==> src/rtl/matvec_pkg.sv <==
// matvec_pkg: shared definitions for the matvec tile scheduler.
// Holds the FSM state encoding, the tile edge length, and helpers for
// accumulator width, index width and signed saturation.
package matvec_pkg;

    localparam int TILE = 4;

    typedef enum logic [2:0] {IDLE, FETCH, WAIT, MAC, OUT} state_e;

    // Room for CT additions of DATA_WIDTH-bit signed terms plus a sign guard bit.
    function automatic int acc_w(input int dw, input int cols);
        return dw + $clog2(cols / TILE) + 1;
    endfunction

    // Index width that never collapses to zero bits for single-entry ranges.
    function automatic int idx_w(input int n);
        return n > 1 ? $clog2(n) : 1;
    endfunction

    function automatic int sat(input int v, input int dw);
        int hi;
        int lo;
        hi = (1 << (dw - 1)) - 1;
        lo = -(1 << (dw - 1));
        return v > hi ? hi : v < lo ? lo : v;
    endfunction

endpackage

==> src/rtl/matvec_acc_lane.sv <==
// matvec_acc_lane: one signed accumulator lane of the tile scheduler.
// Ports: clk/rst (async active-high), clr_i clears the sum (wins over add_i),
// add_i adds sign-extended din_i, dout_o is the DATA_WIDTH-bit lane result.
// MATVEC_SAT_EN: when defined dout_o saturates, otherwise it wraps (truncates).
module matvec_acc_lane
    import matvec_pkg::*;
#(
    parameter int DATA_WIDTH = 8,
    parameter int ACC_W      = 11
) (
    input  logic                  clk,
    input  logic                  rst,
    input  logic                  clr_i,
    input  logic                  add_i,
    input  logic [DATA_WIDTH-1:0] din_i,
    output logic [DATA_WIDTH-1:0] dout_o
);

    logic signed [ACC_W-1:0] acc_q, acc_d;

    always_comb acc_d = clr_i ? '0 : add_i ? acc_q + ACC_W'($signed(din_i)) : acc_q;

    always_ff @(posedge clk or posedge rst) begin
        if (rst) acc_q <= '0;
        else     acc_q <= acc_d;
    end

`ifdef MATVEC_SAT_EN
    assign dout_o = DATA_WIDTH'(sat(int'(acc_q), DATA_WIDTH));
`else
    assign dout_o = acc_q[DATA_WIDTH-1:0];
`endif

endmodule

==> src/rtl/matvec_tile_sched.sv <==
// matvec_tile_sched: sequences 4x4 weight tiles and 4-element input slices
// through an external combinational MAC, accumulates per row tile and emits
// one 4-lane result per row tile over valid/ready.
// Ports: start_i/abort_i control, busy_o/done_o status; w_*/x_* buffer reads
// (data one cycle after the strobe); mul_a_o/mul_b_o/mul_c_i multiplier link;
// out_valid_o/out_ready_i/out_data_o/out_row_o result stream (lane 0 at MSB).
// MATVEC_SAT_EN: saturate lane results instead of wrap-around truncation.
module matvec_tile_sched
    import matvec_pkg::*;
#(
    parameter int ROWS       = 16,
    parameter int COLS       = 16,
    parameter int DATA_WIDTH = 8,
    localparam int RT    = ROWS / TILE,
    localparam int CT    = COLS / TILE,
    localparam int AW    = idx_w(RT * CT),
    localparam int XW    = idx_w(CT),
    localparam int RW    = idx_w(RT),
    localparam int ACC_W = acc_w(DATA_WIDTH, COLS)
) (
    input  logic                              clk,
    input  logic                              rst,
    input  logic                              start_i,
    input  logic                              abort_i,
    output logic                              busy_o,
    output logic                              done_o,
    output logic                              w_rd_en_o,
    output logic [AW-1:0]                     w_addr_o,
    input  logic [TILE*TILE*DATA_WIDTH-1:0]   w_rdata_i,
    output logic                              x_rd_en_o,
    output logic [XW-1:0]                     x_addr_o,
    input  logic [TILE*DATA_WIDTH-1:0]        x_rdata_i,
    output logic [TILE*TILE*DATA_WIDTH-1:0]   mul_a_o,
    output logic [TILE*DATA_WIDTH-1:0]        mul_b_o,
    input  logic [TILE*DATA_WIDTH-1:0]        mul_c_i,
    output logic                              out_valid_o,
    input  logic                              out_ready_i,
    output logic [TILE*DATA_WIDTH-1:0]        out_data_o,
    output logic [RW-1:0]                     out_row_o
);

    localparam logic [XW-1:0] CT_LAST = XW'(CT - 1);
    localparam logic [RW-1:0] RT_LAST = RW'(RT - 1);

    state_e                            state_q;
    logic [XW-1:0]                     ct_q;
    logic [RW-1:0]                     rt_q;
    logic                              done_q;
    logic [TILE*TILE*DATA_WIDTH-1:0]   mul_a_q;
    logic [TILE*DATA_WIDTH-1:0]        mul_b_q;
    logic                              clr;
    logic                              add;

    always_ff @(posedge clk or posedge rst) begin
        if (rst) begin
            state_q <= IDLE;
            ct_q    <= '0;
            rt_q    <= '0;
            done_q  <= 1'b0;
            mul_a_q <= '0;
            mul_b_q <= '0;
        end else begin
            done_q <= 1'b0;
            if (abort_i) begin
                state_q <= IDLE;
                ct_q    <= '0;
                rt_q    <= '0;
            end else begin
                case (state_q)
                    IDLE: if (start_i) begin
                        state_q <= FETCH;
                        ct_q    <= '0;
                        rt_q    <= '0;
                    end
                    FETCH: state_q <= WAIT;
                    WAIT: begin
                        mul_a_q <= w_rdata_i;
                        mul_b_q <= x_rdata_i;
                        state_q <= MAC;
                    end
                    MAC: if (ct_q == CT_LAST) begin
                        state_q <= OUT;
                    end else begin
                        ct_q    <= ct_q + XW'(1);
                        state_q <= FETCH;
                    end
                    OUT: if (out_ready_i) begin
                        ct_q <= '0;
                        // Counters return to zero at the end so IDLE addresses read 0.
                        if (rt_q == RT_LAST) begin
                            rt_q    <= '0;
                            done_q  <= 1'b1;
                            state_q <= IDLE;
                        end else begin
                            rt_q    <= rt_q + RW'(1);
                            state_q <= FETCH;
                        end
                    end
                    default: state_q <= IDLE;
                endcase
            end
        end
    end

    assign busy_o      = state_q != IDLE;
    assign done_o      = done_q;
    assign w_rd_en_o   = state_q == FETCH;
    assign x_rd_en_o   = state_q == FETCH;
    assign w_addr_o    = AW'(rt_q) * AW'(CT) + AW'(ct_q);
    assign x_addr_o    = ct_q;
    assign mul_a_o     = mul_a_q;
    assign mul_b_o     = mul_b_q;
    assign out_valid_o = state_q == OUT;
    assign out_row_o   = rt_q;

    // Lane sums restart at a new pass, after each accepted row tile, and on abort.
    assign clr = abort_i || (state_q == IDLE && start_i) || (state_q == OUT && out_ready_i);
    assign add = !abort_i && state_q == MAC;

    for (genvar i = 0; i < TILE; i++) begin : g_lane
        matvec_acc_lane #(
            .DATA_WIDTH(DATA_WIDTH),
            .ACC_W     (ACC_W)
        ) u_lane (
            .clk   (clk),
            .rst   (rst),
            .clr_i (clr),
            .add_i (add),
            .din_i (mul_c_i[(TILE-1-i)*DATA_WIDTH +: DATA_WIDTH]),
            .dout_o(out_data_o[(TILE-1-i)*DATA_WIDTH +: DATA_WIDTH])
        );
    end

endmodule

==> config.mk <==
export PLATFORM = sky130hd
export DESIGN_NAME = matvec_tile_sched
export DESIGN_NICKNAME = d
export VERILOG_FILES = /design/src/rtl/matvec_pkg.sv /design/src/rtl/matvec_acc_lane.sv /design/src/rtl/matvec_tile_sched.sv
export SDC_FILE = /design/constraint.sdc
export NUM_CORES = 1
export LEC_CHECK = 0
export CORE_AREA = 2 2 156 158
export CTS_BUF_LIST = sky130_fd_sc_hd__clkbuf_4 sky130_fd_sc_hd__clkbuf_8
export DETAILED_ROUTE_END_ITERATION = 10
export DIE_AREA = 0 0 158 160
export PLACE_DENSITY = 0.75
export SLEW_MARGIN = 40
export SYNTH_ARGS = -nofsm -noshare
export SYNTH_HDL_FRONTEND = slang
export SYNTH_SLANG_ARGS = --single-unit
export TNS_END_PERCENT = 5
==> constraint.sdc <==
create_clock -name clk -period 8.7 [get_ports clk]
set_input_delay 1.74 -clock clk [delete_from_list [all_inputs] [get_ports clk]]
set_output_delay 1.74 -clock clk [all_outputs]
set_load 0.1 [all_outputs]
* Yosys cells after proc, flatten, opt, wreduce, memory -nomap -nowiden *
Index checks and enable logic that the tools add are counted.

operators by class
  $add $sub $neg = 7
  eq/ne operators = 9
  multiplexer cells = 27
  bitwise logic cells = 1
  reduce and logical (&&, ||, !) cells = 15

operators by type and width
  cell                   count
  $mux W11               8
  $add A11 B11 Y11       4
  $pmux W3 S5            1
  $mux W2                7
  $mux W3                4
  $eq A3 B2 Y1 const B   2
  $ne A3 B3 Y1 const B   2
  $pmux W2 S3            1
  $reduce_bool A3 Y1     2
  $mux W1                5
  $add A2 B1 Y2 const B  2
  $add A4 B2 Y4          1
  $eq A2 B2 Y1 const B   2
  $pmux W2 S2            1
  $reduce_and A2 Y1      2
  $reduce_and A4 Y1      1
  $reduce_bool A4 Y1     1
  $eq A3 B1 Y1 const B   1
  $eq A3 B3 Y1 const B   1
  $logic_and A1 B1 Y1    3
  $logic_not A3 Y1       1
  $ne A3 B2 Y1 const B   1
  $reduce_and A3 Y1      1
  $logic_or A1 B1 Y1     2
  other kinds (3)        3

word-level totals
  register bits = 212

* Longest topological paths before layout *
Gate-level depths: netlist of the first run.

  depth after elaboration = 5
  depth in mapped cells = 7
  mapped depth without buffers = 7

* By module *
From an unflattened synthesis of the first run, not the netlist that was laid out.

unflattened totals
  cells, all modules = 674
  area, all modules = 9093.7 um2

modules (own cells, without submodules)
  module             times used  cells an instance  area an instance (um2)  seq. area each (um2)
  matvec_tile_sched  1           394                6441.2                  4204.0
  matvec_acc_lane    4           70                 663.1                   200.2

* Worst setup path before layout of the first run *
Ideal clock, no wire load.

  path type = reg2out
  start point = reg state_q[0]
  end point = out x_rd_en_o
  data arrival time = 3.229 ns
  setup slack = 3.731 ns
  cell stages (with the launch flop) = 5
  buffers on the path = 2
  cells stage by stage = dfrtp_1 -> buf_2 -> inv_1 -> nor3_1 -> buf_4

between the ends
  cells in the longest elaborated chain, start to end = 1

RTL lines
  element                   RTL line                 source
  start: declaration        matvec_tile_sched.sv:45  state_e state_q;
  start signal: assignment  matvec_tile_sched.sv:56  state_q <= IDLE;
  start signal: assignment  matvec_tile_sched.sv:65  state_q <= IDLE;
  start signal: assignment  matvec_tile_sched.sv:71  state_q <= FETCH;
  $eq A3 B1 Y1              -
  end: declaration          matvec_tile_sched.sv:30  output logic x_rd_en_o,

Every way passes these cells.

* Worst setup path after layout of the first run *
  start point = reg state_q[0]
  end point = out x_rd_en_o

between the ends
  cells in the longest elaborated chain, start to end = 1

RTL lines
  element       RTL line                  source
  $eq A3 B1 Y1  matvec_tile_sched.sv:108  assign x_rd_en_o = state_q == FETCH;

Every way passes these cells.

==> flow_metrics.env, run 1 <==
export IMPL_status="complete, no violations"
export IMPL_cts_tree="built"
export IMPL_die_area_sq_um=25280
export IMPL_synth_top_area_share_pct=54.81
export IMPL_synth_avg_cell_area_sq_um=14.49
export IMPL_worstSetupEndpointType="output pin"
export IMPL_max_stage_delay_ns=0.55
export IMPL_die_w_um=158
export IMPL_die_h_um=160
export IMPL_drt_first_pass_iters=4
export IMPL_drv_slew=0
export IMPL_gp_congestion=0.8162
export IMPL_rr_worst_depth=6
export IMPL_fillers=2120
export IMPL_wirelength_um=25460
export IMPL_rsz0062_at_grt="no"
export IMPL_seqCellArea_sq_um=5005
export IMPL_clock_tree_root_cell="clkbuf_8"
export IMPL_wl_per_cell_um=18.71
export IMPL_port_buffers=401
export IMPL_worstMarginPinSlew_ns=0.7504
export IMPL_drcViolationCount=0
export IMPL_timing_final_crit_period_ns=3.750
export IMPL_cap_viol_max_count=0
export IMPL_path_max_fanout=8
export IMPL_wl_met1_um=10360
export IMPL_wl_met2_um=12780
export IMPL_cp_required_ns=6.96
export IMPL_hold_viol_final=0
export IMPL_fp_coreArea_sq_um=23820
export IMPL_yosysWarnings=0
export IMPL_yosysTopAreaCell="dfrtp_1"
export IMPL_worstReg2RegEnd="x_addr_o[0]"
export IMPL_grt_max_degree=129
export IMPL_critPathKind="reg -> out"
export IMPL_grt_pass1_vias=6298
export IMPL_ys_top_cells_by_area="dfrtp_1 (55%), mux2_4 (17%), mux2_2 (7.5%), ha_1 (4.1%), nand2_1 (2.0%)"
export IMPL_setup_tns_ns=0
export IMPL_syn_inst=630
export IMPL_htreeDepth=4
export IMPL_clock_sinks=200
export IMPL_period_share_pct=43.10
export IMPL_cts_hold_buf=0
export IMPL_grt_ovfl_total=0
export IMPL_top_layer_used="met4"
export IMPL_worstSkewPairLatency_ns=0.47
export IMPL_fmax_mhz=266.7
export IMPL_path_cells="inv_1, nor3_1, buf_2"
export IMPL_worstPathArrival_ns=2.01
export IMPL_fin_nets=1255
export IMPL_yosysSeqAreaShare_pct=54.81
export IMPL_dp_hpwl_um=19590
export IMPL_hp_class="reg -> reg"
export IMPL_startpoint_type="flop"
export IMPL_r2r_start="state_q[2]"
export IMPL_grt_usage_pct=19.76
export IMPL_multi_input_area_sq_um=3837
export IMPL_num_vias=6393
export IMPL_yosysUniqueCellTypes=37
export IMPL_antenna_found_initial=1
export IMPL_ys_seq_elements=200
export IMPL_synth_nets=861
export IMPL_clk_pin_slew_worst_paths_ns=0.11
export IMPL_critPathSlowestCell="dfrtp_1"
export IMPL_ctsResizeCount=0
export IMPL_drive_gt1_share_pct=40.44
export IMPL_reg2reg_slack_ns=6.50
export IMPL_maxSlewHeadroom_pct=49.98
export IMPL_syn_to_final_growth_pct=40.09
export IMPL_clockBufferDepth=2
export IMPL_postCtsSetupBuffers=0
export IMPL_initial_utilization_pct=38.33
export IMPL_met3_length_um=2033
export IMPL_grt_pass1_wl_um=38030
export IMPL_setup_violations=0
export IMPL_numCtsBuffers=17
export IMPL_ant_nets=0
export IMPL_via_per_inst=4.697
export IMPL_fin_skew_ns=0.02125
export IMPL_io_pins=402
export IMPL_netlist_area_sq_um=9131
export IMPL_startpoint="state_q[0]"
export IMPL_final_util_pct=53.70
export IMPL_setup_worst_path_end="x_rd_en_o"
export IMPL_fp_row_count=57
export IMPL_drt_initial_drc_count=338
worst min path at each step:
stage | cells past startpoint | startpoint | slack [ns] | to
detailed placement | 1 | mul_a_o[40] | 0.49 | mul_a_o[40]
floorplan | 2 | state_q[2] | 0.52 | state_q[1]
global placement | 1 | mul_a_o[105] | 0.49 | mul_a_o[105]
finish | 1 | mul_a_o[116] | 0.51 | mul_a_o[116]
global route | 1 | mul_b_o[18] | 0.53 | mul_b_o[18]
CTS | 1 | mul_a_o[116] | 0.52 | mul_a_o[116]
cells in the mapped netlist:
library cell,n
a22o_1,9
o21ai_0,12
nand2_2,4
a21o_1,8
fa_1,4
xor2_1,5
inv_1,7
a22oi_1,1
nand2_1,49
a21oi_4,1
nor3_1,7
a211oi_1,1
and2_1,3
mux2_2,61
nand3_1,6
or4b_1,3
nand2b_1,2
nor4_1,1
buf_2,7
or3_1,2
o211ai_2,4
clkbuf_1,4
a211oi_2,3
dfrtp_1,200
o211ai_1,4
buf_4,5
xnor2_1,16
nor2b_1,2
o21a_1,3
buf_6,16
ha_1,30
a21oi_1,17
mux2_4,101
a21boi_4,1
and3_1,3
nor2_1,8
o21ai_1,20
layer usage:
layer	vias to the layer above	track usage, %
li1	3009	-
met1	3145	24.54
met2	226	33.99
met3	13	5.672
met4	0	4.505
met5	-	0
registers in the layout, indices dropped and copies added (netlist names):
register,count
mul_b_o,32
mul_a_o,128
out_row_o,2
done_o,1
state_q,3
g_lane.u_lane.acc_q,32
x_addr_o,2
layout make-up:
type	instances	area share, %
inverters	7	0.3032
diodes	1	0.01956
flip-flops and latches	200	39.12
clock inverters	14	1.408
well taps	324	3.169
multi-input cells	391	30.00
clock buffers	17	1.829
repair buffers	407	24.15
cells in the final DEF (no fill, tap or decap), types with 4 or more instances in the layout:
cell type,netlist,routed
a21o_1,8,8
a21oi_1,17,17
a22o_1,9,9
buf_2,7,205
clkbuf_8,0,17
clkdlybuf4s50_1,0,196
clkinv_8,0,5
dfrtp_1,200,200
fa_1,4,4
ha_1,30,30
inv_1,7,6
mux2_2,61,61
mux2_4,101,101
nand2_1,49,49
nand2_2,4,4
nand3_1,6,6
nor2_1,8,8
nor3_1,7,7
o211ai_1,4,4
o211ai_2,4,4
o21ai_0,12,12
o21ai_1,20,20
xnor2_1,16,16
xor2_1,5,5
metrics by stage:
step	cell area [sq um]	worst slack [ns]	std cells	hold WS, ns
floorplan	9131	1.506	630	0.5198
global placement	13330	4.114	1326	0.4896
detailed placement	12380	4.761	1329	0.4875
CTS	12790	4.872	1360	0.5152
global route	12790	4.791	1361	0.5314
finish	12790	4.950	1361	0.5112
critical path, delay by kind of cell, from the launching register on:
kind / cells / cell delay, ns
buffers and inverters: 2 / 0.65
flip-flops: 1 / 0.55
AND/OR/NAND/NOR: 1 / 0.37
logic make-up (layout without fill, tap and decap cells):
family | after synthesis | in the layout | share of synthesized area (%)
other | 0 | 1 | 0
multiplexers | 162 | 162 | 24.13
buffers and inverters | 39 | 445 | 3.220
flip-flops | 200 | 200 | 54.81
XOR/XNOR | 21 | 21 | 2.014
adder cells (fa/ha/maj) | 34 | 34 | 4.988
AO/OA/AOI/OAI | 84 | 84 | 6.290
AND/OR/NAND/NOR | 90 | 90 | 4.549
Power of run 1 is left out: the tool's default activity adds up to more than one toggle a clock period on the data nets, which glitch-free logic cannot reach.
==> inputs of run 2 (changes only) <==
--- a/config.mk
+++ b/config.mk
@@ -5,11 +5,11 @@
 export SDC_FILE = /design/constraint.sdc
 export NUM_CORES = 1
 export LEC_CHECK = 0
-export CORE_AREA = 2 2 156 158
+export CORE_MARGIN = 2
+export CORE_UTILIZATION = 39
 export CTS_BUF_LIST = sky130_fd_sc_hd__clkbuf_4 sky130_fd_sc_hd__clkbuf_8
 export DETAILED_ROUTE_END_ITERATION = 10
-export DIE_AREA = 0 0 158 160
-export PLACE_DENSITY = 0.75
+export PLACE_DENSITY = 0.78
 export SLEW_MARGIN = 40
 export SYNTH_ARGS = -nofsm -noshare
 export SYNTH_HDL_FRONTEND = slang
==> constraint.sdc (replaced) <==
create_clock -name clk -period 3.1 [get_ports clk]
set_input_delay 0.62 -clock clk [delete_from_list [all_inputs] [get_ports clk]]
set_output_delay 0.62 -clock clk [all_outputs]
set_load 0.1 [all_outputs]
==> run 2 against run 1 <==
  * Die area shrank 2.5%
  * Routed wire length grew 2.5%
  * Cell area grew 4.9%
  * Critical endpoint is now w_rd_en_o
  * Largest cell class unchanged
  * Non-clock buffer count grew 14
==> flow_metrics.env, run 2 (synthesis results as in run 1) <==
export IMPL_grt_pass1_vias=6649
export IMPL_worstPathArrival_ns=1.86
export IMPL_htreeDepth=4
export IMPL_fp_coreArea_sq_um=22780
export IMPL_io_pins=402
export IMPL_final_common_cell="buf_4"
export IMPL_finalInstanceArea_sq_um=13430
export IMPL_rsz0062_at_grt="no"
export IMPL_initial_utilization_pct=40.09
export IMPL_fmax_mhz=403.5
export IMPL_reg2reg_slack_ns=1.05
export IMPL_period_share_pct=79.94
export IMPL_setup_violations=0
export IMPL_path_cells="inv_1, nor3_2, buf_4"
export IMPL_drt_initial_drc_count=294
export IMPL_numCtsBuffers=17
export IMPL_setup_tns_ns=0
export IMPL_postCtsSetupBuffers=0
export IMPL_cp_top_family="flip-flops"
export IMPL_worstMarginPinSlew_ns=0.5815
export IMPL_critPathKind="reg -> out"
export IMPL_hp_class="reg -> reg"
export IMPL_startpoint="state_q[0]"
export IMPL_fp_row_count=55
export IMPL_drive_gt1_share_pct=41.33
export IMPL_max_stage_delay_ns=0.52
export IMPL_grt_usage_pct=20.62
export IMPL_path_max_fanout=8
export IMPL_fin_nets=1269
export IMPL_timing_final_crit_period_ns=2.478
export IMPL_cp_required_ns=2.48
export IMPL_hold_viol_final=0
export IMPL_cts_tree="built"
export IMPL_path_buf_inv=2
export IMPL_port_buffers=401
export IMPL_ant_nets=0
export IMPL_status="complete, no violations"
export IMPL_cap_viol_max_count=0
export IMPL_gp_congestion=0.7958
export IMPL_dp_hpwl_um=20640
export IMPL_syn_to_final_growth_pct=47.03
export IMPL_critPathSlowestCell="dfrtp_1"
export IMPL_grt_ovfl_total=0
export IMPL_layout_common_cells="buf_4 (217), dfrtp_1 (200), clkdlybuf4s50_1 (196), mux2_4 (101), mux2_2 (61)"
export IMPL_die_w_um=157.0
export IMPL_drt_first_pass_iters=4
export IMPL_ctsResizeCount=0
export IMPL_clock_tree_root_cell="clkbuf_8"
export IMPL_grt_pass1_wl_um=38520
export IMPL_startpoint_type="flop"
export IMPL_fin_skew_ns=0.01625
export IMPL_drcViolationCount=0
export IMPL_wl_per_cell_um=19.09
export IMPL_via_per_inst=4.827
export IMPL_maxSlewHeadroom_pct=61.13
export IMPL_worstSkewPairLatency_ns=0.46
export IMPL_die_h_um=157.0
export IMPL_largest_reg_flops=128
export IMPL_die_area_sq_um=24650
export IMPL_drv_slew=0
export IMPL_num_vias=6598
export IMPL_grt_max_degree=51
export IMPL_cts_hold_buf=0
export IMPL_worstSetupEndpointType="output pin"
export IMPL_clockBufferDepth=2
export IMPL_wirelength_um=26090
export IMPL_dpl_cell_area_sq_um=13020
export IMPL_clock_sinks=200
export IMPL_hp_start="mul_a_o[94]"
export IMPL_antenna_found_initial=4
export IMPL_r2r_start="state_q[2]"
export IMPL_clk_pin_slew_worst_paths_ns=0.11
==> run 2: cell types whose count changed in the layout (fill, tap and decap cells not counted), sizes merged <==
cell and delta:
buf +14, clkinv -4, clkinvlp +4, diode +3
bufinv +1, inv -1
==> run 2: per-stage QoR <==
| step | worst slack, ns | std cells | hold slack (ns) | util, % |
|---|---|---|---|---|
| final | 0.6219 | 1367 | 0.5180 | 58.94 |
| after global routing | 0.5260 | 1367 | 0.5294 | 58.94 |
| after CTS | 0.5320 | 1363 | 0.5222 | 58.90 |
| after detailed placement | 0.4438 | 1332 | 0.4931 | 57.16 |
| after global placement | 0.5065 | 1332 | 0.4912 | 57.16 |
| after floorplan | -0.1083 | 630 | 0.5239 | - |
==> run 2: worst reg2reg max path: cells and delay by family (launching register included) <==
| kind | cells | cell delay, ns |
|---|---|---|
| buffers and inverters | 1 | 0.25 |
| AND/OR/NAND/NOR | 1 | 0.05 |
| multiplexers | 1 | 0.35 |
| AO/OA/AOI/OAI | 3 | 0.79 |
| flip-flops | 1 | 0.53 |
==> run 2: routing by layer <==
metal  vias to the layer above  wire length [um]  part of all wire [%]  track usage, %
met5                         -                 0                     0               0
met4                         0               497                   1.9           6.580
met3                        24              1864                   7.1           5.865
met2                       239             13740                    53           37.24
met1                      3291              9993                    38           23.55
li1                       3044                 -                     -               -
==> run 2: final timing paths <==
check | endpoint | depth (start not counted)
setup / recovery | w_rd_en_o | 3
hold / removal | mul_a_o[94] | 1
setup reg to reg | g_lane[1].u_lane.acc_q[3] | 6
min in group asynchronous | mul_a_o[102] | 2
max in group asynchronous | mul_a_o[29] | 3
hold reg to reg | mul_a_o[94] | 1
==> run 2: layout make-up <==
class,count,area [sq um]
fill,1857,9353
sequential,200,5005
multi-input combinational,391,3842
timing repair buffer,421,3751
tap,313,391.6
clock buffer,17,234.0
clock inverter,14,161.4
inverter,7,30.03
antenna,4,10.01
Power of run 2 is left out for the same reason.
